==> config.mk <==
export PLATFORM = sky130hd
export DESIGN_NAME = thumb_cmd_encoder_flat
export DESIGN_NICKNAME = d
export VERILOG_FILES = /design/src/rtl/thumb_cmd_encoder_if.sv /design/src/rtl/thumb_cmd_encoder.sv /design/src/flat_wrapper.sv
export SDC_FILE = /design/constraint.sdc
export NUM_CORES = 1
export LEC_CHECK = 0
export CAP_MARGIN = 30
export CORE_UTILIZATION = 50
export CTS_CLUSTER_SIZE = 8
export DETAILED_ROUTE_END_ITERATION = 8
export GPL_TIMING_DRIVEN = 0
export PLACE_DENSITY_LB_ADDON = 0.05
export SLEW_MARGIN = 15
export SYNTH_ARGS = -nofsm -noshare
export SYNTH_HDL_FRONTEND = slang
export SYNTH_SLANG_ARGS = --single-unit
==> constraint.sdc <==
create_clock -name sck -period 5.1 [get_ports sck]
set_input_delay 1.53 -clock sck [delete_from_list [all_inputs] [get_ports sck]]
set_output_delay 1.53 -clock sck [all_outputs]
set_load 0.01 [all_outputs]
==> src/rtl/thumb_cmd_encoder_if.sv <==
// Request and command handshake bundle for thumb_cmd_encoder.
// The slave modport is the encoder's view; master is the loader/core side.
interface thumb_cmd_encoder_if;
   logic        req_valid;
   logic        req_ready;
   logic [2:0]  req_op;
   logic [2:0]  req_rd;
   logic [2:0]  req_rn;
   logic [2:0]  req_rm;
   logic [4:0]  req_imm;
   logic [15:0] cmd;
   logic        cmd_valid;
   logic        cmd_ready;

   modport slave (
      input  req_valid, req_op, req_rd, req_rn, req_rm, req_imm, cmd_ready,
      output req_ready, cmd, cmd_valid
   );

   modport master (
      output req_valid, req_op, req_rd, req_rn, req_rm, req_imm, cmd_ready,
      input  req_ready, cmd, cmd_valid
   );
endinterface

==> src/rtl/thumb_cmd_encoder.sv <==
// Encodes decoded shift/add/sub requests into 16-bit Thumb words and queues them for the core.
// Optional macro VCPU_ENC_NOP_FILL_EN: present MOV r8,r8 (0x46C0) on cmd while empty instead of 0x0000.
module thumb_cmd_encoder #(
   parameter int DEPTH = 4,
   parameter int AW    = 2
) (
   input  logic                sck,
   input  logic                rst_n,
   thumb_cmd_encoder_if.slave  bus,
   output logic [AW:0]         level,
   output logic                err,
   output logic [7:0]          err_cnt
);

`ifdef VCPU_ENC_NOP_FILL_EN
   localparam logic [15:0] FILL_WORD = 16'h46C0;
`else
   localparam logic [15:0] FILL_WORD = 16'h0000;
`endif

   logic [15:0] mem_reg [DEPTH];
   logic [AW-1:0] wr_ptr_reg, rd_ptr_reg;
   logic [AW-1:0] rd_ptr_next;
   logic [AW:0]   level_reg, level_next;
   logic [15:0]   cmd_reg, cmd_next;
   logic          err_reg;
   logic [7:0]    err_cnt_reg;

   logic [15:0] enc_word;
   logic        illegal;
   logic        full, empty, accept, push, pop;

   always_comb begin
      enc_word = 16'h0000;
      illegal  = 1'b0;
      case (bus.req_op)
         3'd0, 3'd1, 3'd2:
            enc_word = {3'b000, bus.req_op[1:0], bus.req_imm, bus.req_rm, bus.req_rd};
         3'd3, 3'd4:
            enc_word = {6'b000110, bus.req_op == 3'd4, bus.req_rm, bus.req_rn, bus.req_rd};
         3'd5, 3'd6: begin
            enc_word = {6'b000111, bus.req_op == 3'd6, bus.req_imm[2:0], bus.req_rn, bus.req_rd};
            illegal  = |bus.req_imm[4:3];
         end
         default: illegal = 1'b1;
      endcase
   end

   assign full   = (level_reg == (AW+1)'(DEPTH));
   assign empty  = (level_reg == '0);
   assign accept = bus.req_valid && !full;
   assign push   = accept && !illegal;
   assign pop    = bus.cmd_ready && !empty;

   // The pushed word becomes the head whenever it is the only entry left after this edge.
   always_comb begin
      level_next  = level_reg + (AW+1)'(push) - (AW+1)'(pop);
      rd_ptr_next = rd_ptr_reg + AW'(pop);
      cmd_next    = FILL_WORD;
      if (level_next != '0) begin
         if (push && level_next == (AW+1)'(1))
            cmd_next = enc_word;
         else
            cmd_next = mem_reg[rd_ptr_next];
      end
   end

   always_ff @(posedge sck) begin
      if (push)
         mem_reg[wr_ptr_reg] <= enc_word;
   end

   always_ff @(posedge sck) begin
      if (!rst_n) begin
         wr_ptr_reg  <= '0;
         rd_ptr_reg  <= '0;
         level_reg   <= '0;
         cmd_reg     <= FILL_WORD;
         err_reg     <= 1'b0;
         err_cnt_reg <= 8'd0;
      end else begin
         if (push)
            wr_ptr_reg <= wr_ptr_reg + AW'(1);
         rd_ptr_reg <= rd_ptr_next;
         level_reg  <= level_next;
         cmd_reg    <= cmd_next;
         err_reg    <= accept && illegal;
         if (accept && illegal && err_cnt_reg != 8'hFF)
            err_cnt_reg <= err_cnt_reg + 8'd1;
      end
   end

   assign bus.req_ready = !full;
   assign bus.cmd       = cmd_reg;
   assign bus.cmd_valid = !empty;
   assign level         = level_reg;
   assign err           = err_reg;
   assign err_cnt       = err_cnt_reg;

endmodule

==> src/flat_wrapper.sv <==
// flat-port wrapper written by rule: the top's interface ports become plain ports
module thumb_cmd_encoder_flat 
#(
   parameter int DEPTH = 4,
   parameter int AW    = 2
)
  (sck, rst_n, level, err, err_cnt, bus_req_valid, bus_req_op, bus_req_rd, bus_req_rn, bus_req_rm, bus_req_imm, bus_cmd_ready, bus_req_ready, bus_cmd, bus_cmd_valid);
  thumb_cmd_encoder_if bus_i ();
  input  logic sck;
  input  logic rst_n;
  output logic [AW:0] level;
  output logic err;
  output logic [7:0] err_cnt;
  input wire logic [$bits(bus_i.req_valid)-1:0] bus_req_valid;
  input wire logic [$bits(bus_i.req_op)-1:0] bus_req_op;
  input wire logic [$bits(bus_i.req_rd)-1:0] bus_req_rd;
  input wire logic [$bits(bus_i.req_rn)-1:0] bus_req_rn;
  input wire logic [$bits(bus_i.req_rm)-1:0] bus_req_rm;
  input wire logic [$bits(bus_i.req_imm)-1:0] bus_req_imm;
  input wire logic [$bits(bus_i.cmd_ready)-1:0] bus_cmd_ready;
  output wire logic [$bits(bus_i.req_ready)-1:0] bus_req_ready;
  output wire logic [$bits(bus_i.cmd)-1:0] bus_cmd;
  output wire logic [$bits(bus_i.cmd_valid)-1:0] bus_cmd_valid;
  assign bus_i.req_valid = bus_req_valid;
  assign bus_i.req_op = bus_req_op;
  assign bus_i.req_rd = bus_req_rd;
  assign bus_i.req_rn = bus_req_rn;
  assign bus_i.req_rm = bus_req_rm;
  assign bus_i.req_imm = bus_req_imm;
  assign bus_i.cmd_ready = bus_cmd_ready;
  assign bus_req_ready = bus_i.req_ready;
  assign bus_cmd = bus_i.cmd;
  assign bus_cmd_valid = bus_i.cmd_valid;
  thumb_cmd_encoder #(.DEPTH(DEPTH), .AW(AW)) u_core (.sck(sck), .rst_n(rst_n), .bus(bus_i), .level(level), .err(err), .err_cnt(err_cnt));
endmodule
==> reports/metrics.cfg, run 1 <==
[timing]
worst_pin_slew_ns=0.795
finalCritPeriodShare_pct=93.2
drv_slew=0
finalHoldViolCount=0
period_needed_ns=4.76
rsz0062_at_grt=false
finalSetupViolations=0
slew_headroom_pct=46.7
hold_ws_ns=0.509
max_freq_ghz=0.210
worst_slack_ns=0.344
tns_ns=0
clock_skew_ns=0.00387

[synth]
synth_area_leader_cell=edfxtp_1
async_flop_share_pct=0
synth_area_per_cell_sq_um=13.0
yosysWarnings=0
syn-cell-area_sq_mm=0.00365
synthCells=280
netlist.area_leader.share_pct=42.8
synth_ff_type=edfxtp_1
synth_area_leaders=edfxtp_1 (43%), dfxtp_1 (16%), mux4_2 (8.0%)
synthDistinctLibCells=47
ys_seq_elements=81
synth_seq_area_share_pct=58.7
synth_edf_count=52

[clock_tree]
cts_tree=done
clock_sinks=81
postCtsSetupBuffers=0
cts_buffer_depth=2
clkTransAtPathRegs_ns=0.08
insertion_delay_ns=0.35
clockRootBuffer=clkbuf_8
cts_resized=0
cts_buffers=9
htreeDepth=3
ctsHoldBuffers=0

[place]
hpwl_mm=5.09
gp_congestion=0.833
placed_cells=425
portBuffers=47
dp_worst_setup_slack_ns=0.0374

[worst_setup_path]
crit_required_ns=5.34
r2r_slack_ns=1.62
worst_ep_arrival_time_ns=5.00
setup.worst_path.end_class=register
critPathLaunchType=primary input
critical_path_class=primary input to register
path_max_fanout=8

[detailed_routing]
wl_per_cell_um=17.2
drc=0
drtPass1Iterations=4
initialDrtViolationCount=108
detail-route-antenna-nets=0
via_per_inst=5.58
vias=2460
routed_wirelength_mm=7.59

[job]
cap_violations=0

[worst_hold_path]
hold_path_class=register to register

[global_routing]
grt_max_degree=15
grt_usage_pct=22.2
antenna_found_initial=0
gr-total-overflow=0
grt_first_pass_wirelength_mm=12.0
grt_pass1_vias=2296

[run_status]
status=finished, final reports clean

[cells_and_area]
final_common_cell=edfxtp_1
area_growth_pct=22.9
largest_reg_flops=52
fin_cells=441
final_cell_mix=edfxtp_1 (52), clkdlybuf4s50_1 (47), dfxtp_1 (29), nand2_1 (22)
drive_above_1_share_pct=12.8
nNetsFinal=370
num_antenna_cells=0

[power]
ir_worst_vdd_v=0.000218
power_density_mw_per_mm2=465
p_leak_nw=1.56

[floorplanning]
initial_core_util_pct=52.9
placeableCoreArea_sq_mm=0.00691
rows=30
die_x_um=87.5
io_pins=51
die_y_um=87.5
die-area_sq_mm=0.00765

synthesized netlist by cell type, types with 6 or more instances:
cell,n
o21ai_0,14
a21oi_1,13
ha_1,8
nand4_1,8
nand3_1,12
mux4_2,13
nor2_1,6
mux2i_1,9
dfxtp_1,29
and2_1,14
edfxtp_1,52
clkbuf_1,10
inv_1,9
nand2_1,22
report_power, final:
part,internal (W),leakage (nW),switching (W)
combinational,0.000371,0.727,0.000363
sequential,0.000784,0.711,0.0000268
clock,0.000306,0.117,0.000237
layout make-up:
class,count,area [sq um]
clock buffers,11,151
flip-flops and latches,81,2140
repair buffers,47,470
inverters,9,33.8
plain buffers,17,101
fillers,558,2420
well taps,96,120
multi-input cells,175,1380
clock inverters,5,85.1
final timing paths:
kind,startpoint,cells past startpoint,endpoint
worst min-delay path,u_core.err_cnt[7],2,u_core.err_cnt[7]
worst min register to register,u_core.err_cnt[7],2,u_core.err_cnt[7]
worst max-delay path,bus_req_op[0],12,u_core.bus.cmd[5]
worst max register to register,u_core.level[2],11,u_core.bus.cmd[5]
worst max-delay path, cell delays in order:
cell and delay (ns):
clkdlybuf4s50_1 0.55, and2_1 0.23, buf_2 0.18, o21a_1 0.21, nor2_1 0.16, ha_1 0.19, fa_1 0.48, nand2b_1 0.21
nor4b_4 0.56, and2_1 0.22, buf_6 0.14, mux2_2 0.33
stage by stage:
step / area [sq um] / utilization, % / total power [W]
6_report: 4490 / 64.9 / 0.00209
3_3_place_gp: 4250 / 61.5 / 0.00156
4_1_cts: 4490 / 64.9 / 0.00210
3_5_place_dp: 4250 / 61.5 / 0.00156
5_1_grt: 4490 / 64.9 / 0.00219
2_1_floorplan: 3660 / - / 0.00132
layer usage:
| layer | routed length (um) | global-route usage (%) | vias to the layer above |
|---|---|---|---|
| met4 | 193 | 10.3 | 0 |
| met5 | 0 | 0 | - |
| met1 | 3650 | 30.3 | 1208 |
| met3 | 289 | 5.78 | 15 |
| li1 | - | - | 1174 |
| met2 | 3450 | 33.4 | 63 |
cell families after synthesis:
family                     synth area share, %
xor gates and xnor gates                 0.891
buffers and inverters                     3.70
AOI/OAI and AO/OA                         9.63
and+or+nand+nor                           12.6
DFF                                       58.7
adders and majority gates                 3.29
other                                    0.103
muxes                                     11.1
No activity file was read; power rests on OpenSTA's default activity.
==> run 2, diff against run 1 <==
- CORE_MARGIN: not set -> 2
- CORE_UTILIZATION: 50 -> 54
- REMOVE_ABC_BUFFERS: not set -> 1
==> run 2 against run 1 <==
Against the previous run: hold slack worse by 0.0012 ns; critical path depth is 2 lower; register-to-register slack worse by 0.05 ns; non-clock buffer count is 14 lower; clock power is 5.5% higher; utilization is 3.5 points higher; sequential share of layout area is 0.73 points higher; power is 1.8% higher; combinational power is 0.5% higher; worst setup slack worse by 0.18 ns.
==> reports/metrics.cfg, run 2 (synthesis gave the netlist of run 1 again) <==
[detailed_routing]
initialDrtViolationCount=146  ; +35%
wl_per_cell_um=17.7  ; +3.1%
detail-route-antenna-nets=0  ; unchanged
drtPass1Iterations=4  ; unchanged
drc=0  ; unchanged
routed_wirelength_mm=7.24  ; -4.6%
vias=2415  ; -1.8%
via_per_inst=5.92  ; +6.1%

[clock_tree]
postCtsSetupBuffers=0  ; unchanged
ctsHoldBuffers=0  ; unchanged
cts_buffer_depth=2  ; unchanged
clockRootBuffer=clkbuf_8
clock_sinks=81  ; unchanged
clkTransAtPathRegs_ns=0.09  ; about the same
cts_tree=done
htreeDepth=3  ; unchanged
insertion_delay_ns=0.35  ; about the same
cts_buffers=9  ; unchanged

[floorplanning]
die_y_um=86.2  ; -1.4%
rows=29  ; -3.3%
placeableCoreArea_sq_mm=0.00646  ; -6.5%
io_pins=51  ; unchanged
die-area_sq_mm=0.00743  ; -2.8%
initial_core_util_pct=56.5  ; +3.7 points
die_x_um=86.2  ; -1.4%

[power]
power_density_mw_per_mm2=481  ; +3.4%
p_leak_nw=1.52  ; -2.0%
ir_worst_vdd_v=0.000252  ; +16%

[timing]
slew_headroom_pct=37.6  ; -9.0 points
finalSetupViolations=0  ; unchanged
drv_slew=0  ; unchanged
rsz0062_at_grt=false
clock_skew_ns=0.0109  ; +0.00703 ns
finalHoldViolCount=0  ; unchanged
period_needed_ns=4.94  ; +0.184 ns
max_freq_ghz=0.202  ; -3.7%
worst_pin_slew_ns=0.930  ; +0.134 ns
finalCritPeriodShare_pct=96.8  ; +3.6 points

[cells_and_area]
drive_above_1_share_pct=13.0  ; +0.24 points
area_growth_pct=21.0
n_fill_cell=490  ; -12%
fin_cells=408  ; -7.5%
largest_reg_flops=52  ; unchanged
nNetsFinal=356  ; -3.8%
final_cell_mix=edfxtp_1 (52), clkdlybuf4s50_1 (47), dfxtp_1 (29), nand2_1 (22)
num_antenna_cells=0  ; unchanged
final_common_cell=edfxtp_1
final_area_sq_mm=0.00442  ; -1.5%

[worst_setup_path]
critPathLaunchType=primary input
crit_required_ns=5.34  ; about the same
r2r-start=u_core.level[2]
path_max_fanout=17  ; +9
setup.worst_path.end_class=register
startpoint=bus_req_op[0]
critical_path_class=primary input to register
worst_ep_arrival_time_ns=5.18  ; +0.18 ns

[place]
gp_congestion=0.756  ; -9.2%
placed_cells=390  ; -8.2%
portBuffers=47  ; unchanged
dpl_cell_area_sq_mm=0.00414  ; -2.5%
hpwl_mm=4.87  ; -4.2%

[global_routing]
gr-total-overflow=0  ; unchanged
antenna_found_initial=0  ; unchanged
grt_usage_pct=21.1  ; -1.1 points
grt_first_pass_wirelength_mm=11.7  ; -2.1%
grt_pass1_vias=2366  ; +3.0%
grt_max_degree=18  ; +3

[run_status]
status=finished, final reports clean

[job]
cap_violations=0  ; unchanged

[worst_hold_path]
hold_path_class=register to register
min_from=u_core.err_cnt[7]

## run 2: cell types whose count changed in the layout (fill, tap and decap cells not counted), sizes merged
cell      change
clkbuf       -11
clkinvlp      +1
bufinv        +1
buf           -5
## run 2: metal layers
metal	global-route usage, %	part of all wire, %	wire, um	up-vias
li1	-	-	-	1148
met1	28.5	44	3190	1196
met2	34.5	51	3710	67
met3	4.57	3.9	283	4
met4	6.82	0.70	51	0
met5	0	0	0	-
## run 2: per-stage QoR
step | setup TNS, ns | worst slack, ns | power [W] | util, % | hold slack [ns]
floorplan | 0 | 0.910 | 0.00129 | - | 0.484
finish | 0 | 0.161 | 0.00212 | 68.4 | 0.508
detailed placement | -5.88 | -0.610 | 0.00155 | 64.1 | 0.497
global placement | -5.50 | -0.577 | 0.00153 | 63.9 | 0.490
CTS | 0 | 0.0719 | 0.00212 | 68.0 | 0.514
global route | 0 | 0.00537 | 0.00223 | 68.4 | 0.539
## run 2: layout make-up
type                       instances  area, sq um  share of cell area, %
multi-input combinational        175         1390                   31.5
timing repair buffer              50          504                   11.4
clock buffer                       9          124                   2.80
inverter                           9         33.8                  0.765
sequential                        81         2140                   48.5
clock inverter                     7          125                   2.83
tap                               77         96.3                   2.18
## run 2: worst paths after layout
path / endpoint / slack [ns] / depth (start not counted)
min: u_core.err_cnt[7] / 0.51 / 2
max: u_core.bus.cmd[4] / 0.16 / 10
min reg2reg: u_core.err_cnt[7] / 0.51 / 2
max reg2reg: u_core.bus.cmd[4] / 1.57 / 10
## run 2: timing repair
| item | CTS | global route |
|---|---|---|
| setup endpoints to repair | 13 | 2 |
| resized for setup | 2 | 1 |
| hold endpoints to repair | 0 | 0 |
## run 2: worst max-delay path: stages
cell	delay, ns
clkdlybuf4s50_1	0.80
and2_2	0.37
o21a_1	0.19
nor2_1	0.07
ha_1	0.20
fa_1	0.51
nand2b_1	0.22
nor4b_4	0.54
and2_4	0.37
mux2_2	0.36
## run 2: power by group
part,internal (W),switching (W)
clock,0.000330,0.000243
combinational,0.000376,0.000362
sequential,0.000784,0.0000288
==> run 3, diff against run 2 <==
- ABC_AREA: not set -> 0
- REMOVE_ABC_BUFFERS: 1 -> not set
==> run 3 against run 2 <==
Against the previous run: register-to-register slack improved by 0.07 ns; utilization is 0.41 points higher; worst setup slack better by 0.27 ns; non-clock buffer count grew 14; highest routed layer unchanged; largest cell class unchanged; final cell count is 3.4% higher; flip-flop and latch count did not move; clock-buffer cell count increased by 1.
==> reports/metrics.cfg, run 3 (synthesis gave the netlist of run 1 again) <==
[run_status]
status=finished, final reports clean

[worst_setup_path]
critical_path_class=primary input to register
worst_ep_arrival_time_ns=4.91  ; -0.27 ns
critPathLaunchType=primary input
crit_required_ns=5.34  ; about the same
path_cells=clkdlybuf4s50_1 -> clkbuf_1 -> o21a_1 -> nor2_1 -> ha_1 -> fa_1 -> nand2b_1 -> nor4b_4 -> and2_1 -> buf_6 -> buf_12 -> mux2i_1
path_max_fanout=10  ; -7
setup.worst_path.end_class=register
path_delay_family=buffers and inverters
slowest_stage=clkdlybuf4s50_1
max_stage_delay_ns=0.58  ; -0.22 ns
crit_buf_inv=4  ; +3

[place]
gp_congestion=0.802  ; +6.0%
portBuffers=47  ; unchanged
dp_worst_setup_slack_ns=0.0952  ; +0.705 ns
hpwl_mm=5.34  ; +9.5%
placed_cells=406  ; +4.1%

[clock_tree]
cts_buffers=9  ; unchanged
clkTransAtPathRegs_ns=0.08  ; about the same
postCtsSetupBuffers=0  ; unchanged
ctsHoldBuffers=0  ; unchanged
cts_buffer_depth=2  ; unchanged
cts_resized=0  ; -2
clock_sinks=81  ; unchanged
clockRootBuffer=clkbuf_8
htreeDepth=3  ; unchanged
insertion_delay_ns=0.34  ; about the same
cts_tree=done

[timing]
finalHoldViolCount=0  ; unchanged
max_freq_ghz=0.214  ; +5.7%
finalSetupViolations=0  ; unchanged
rsz0062_at_grt=false
drv_slew=0  ; unchanged
finalCritPeriodShare_pct=91.6  ; -5.3 points
worst_pin_slew_ns=0.779  ; -0.150 ns
slew_headroom_pct=48.0  ; +10 points
period_needed_ns=4.67  ; -0.269 ns
clock_skew_ns=0.0135  ; +0.00256 ns
tns_ns=0  ; unchanged
worst_slack_ns=0.429  ; +0.269 ns

[global_routing]
antenna_found_initial=0  ; unchanged
grt_pass1_vias=2340  ; -1.1%
grt_first_pass_wirelength_mm=12.0  ; +1.9%
gr-total-overflow=0  ; unchanged
grt_usage_pct=21.8  ; +0.67 points
grt_max_degree=16  ; -2

[floorplanning]
rows=29  ; unchanged
die_y_um=86.2  ; unchanged
die_x_um=86.2  ; unchanged
die-area_sq_mm=0.00743  ; unchanged
placeableCoreArea_sq_mm=0.00646  ; unchanged
io_pins=51  ; unchanged
initial_core_util_pct=56.5  ; unchanged

[power]
power_frac_seq_pct=39.6  ; +1.3 points
p_int_w=0.00143  ; -3.8%
p_clk_share_pct=24.8  ; -2.2 points
power.switching_w=0.000616  ; -2.9%
p_leak_nw=1.54  ; +0.87%
swShare_pct=30.1  ; +0.19 points
combPwrFrac_pct=35.6  ; +0.9 points
ir_worst_vdd_v=0.000242  ; -4.0%
power_density_mw_per_mm2=461  ; -4.1%

[detailed_routing]
vias=2432  ; +0.70%
drc=0  ; unchanged
drtPass1Iterations=4  ; unchanged
via_per_inst=5.76  ; -2.6%
initialDrtViolationCount=143  ; -2.1%
detail-route-antenna-nets=0  ; unchanged
routed_wirelength_mm=7.67  ; +6.0%
wl_per_cell_um=18.2  ; +2.5%

[cells_and_area]
multi_input_area_sq_mm=0.00138  ; -0.81%
n_fill_cell=488  ; -0.41%
num_antenna_cells=0  ; unchanged
nNetsFinal=370  ; +3.9%
final_common_cell=edfxtp_1
area_growth_pct=21.7
largest_reg_flops=52  ; unchanged
final_cell_mix=edfxtp_1 (52), clkdlybuf4s50_1 (47), dfxtp_1 (29), nand2_1 (22)
drive_above_1_share_pct=12.5  ; -0.53 points
seqCellArea_sq_mm=0.00214  ; unchanged
fin_cells=422  ; +3.4%

[worst_hold_path]
hold_path_class=register to register

[job]
cap_violations=0  ; unchanged

==> run 3: changes by cell type in the layout (fill, tap and decap cells not counted), moves of 2 or more <==
cell,previous run,this run
and2_1,12,14
clkbuf_1,0,11
buf_2,0,2
buf_4,0,3
==> run 3: worst paths after layout <==
path / start / endpoint / slack [ns] / cells past startpoint
setup / recovery: bus_req_op[2] / u_core.bus.cmd[8] / 0.43 / 12
hold / removal: u_core.err_cnt[7] / u_core.err_cnt[7] / 0.53 / 2
hold reg to reg: u_core.err_cnt[7] / u_core.err_cnt[7] / 0.53 / 2
setup reg to reg: u_core.level[2] / u_core.bus.cmd[8] / 1.64 / 12
==> run 3: power by group through the flow <==
stage          logic [W]  registers (W)  clock network, W
2_1_floorplan   0.000477       0.000844                 0
3_3_place_gp    0.000727       0.000824                 0
3_5_place_dp    0.000735       0.000827                 0
4_1_cts         0.000739       0.000813          0.000517
5_1_grt         0.000804       0.000818          0.000549
6_report        0.000729       0.000811          0.000509
==> run 3: routing by layer <==
layer / global-route usage [%] / share of wire [%] / up-vias
met2: 34.9 / 49 / 58
met1: 30.7 / 46 / 1191
met5: 0 / 0 / -
met4: 7.53 / 0.91 / 0
li1: - / - / 1178
met3: 3.43 / 4.3 / 5
==> run 3: through the flow <==
| step | power [W] | instance area (sq um) | hold slack, ns | util [%] |
|---|---|---|---|---|
| floorplan | 0.00132 | 3660 | 0.484 | - |
| global placement | 0.00155 | 4230 | 0.488 | 65.4 |
| detailed placement | 0.00156 | 4230 | 0.502 | 65.4 |
| CTS | 0.00207 | 4440 | 0.526 | 68.8 |
| global route | 0.00217 | 4440 | 0.562 | 68.8 |
| finish | 0.00205 | 4440 | 0.530 | 68.8 |
==> run 3: cell type report <==
class | instances | share of cell area [%]
Clock inverter | 6 | 2.06
Tap cell | 77 | 2.17
Sequential cell | 81 | 48.2
Buffer | 17 | 2.28
Timing Repair Buffer | 47 | 10.6
Clock buffer | 10 | 2.87
Multi-Input combinational cell | 175 | 31.1
Inverter | 9 | 0.760
==> run 3: worst min-delay path: cells and delay by family (launching register included) <==
kind,cells,cell delay [ns]
compound gates,2,0.14
flops,1,0.34
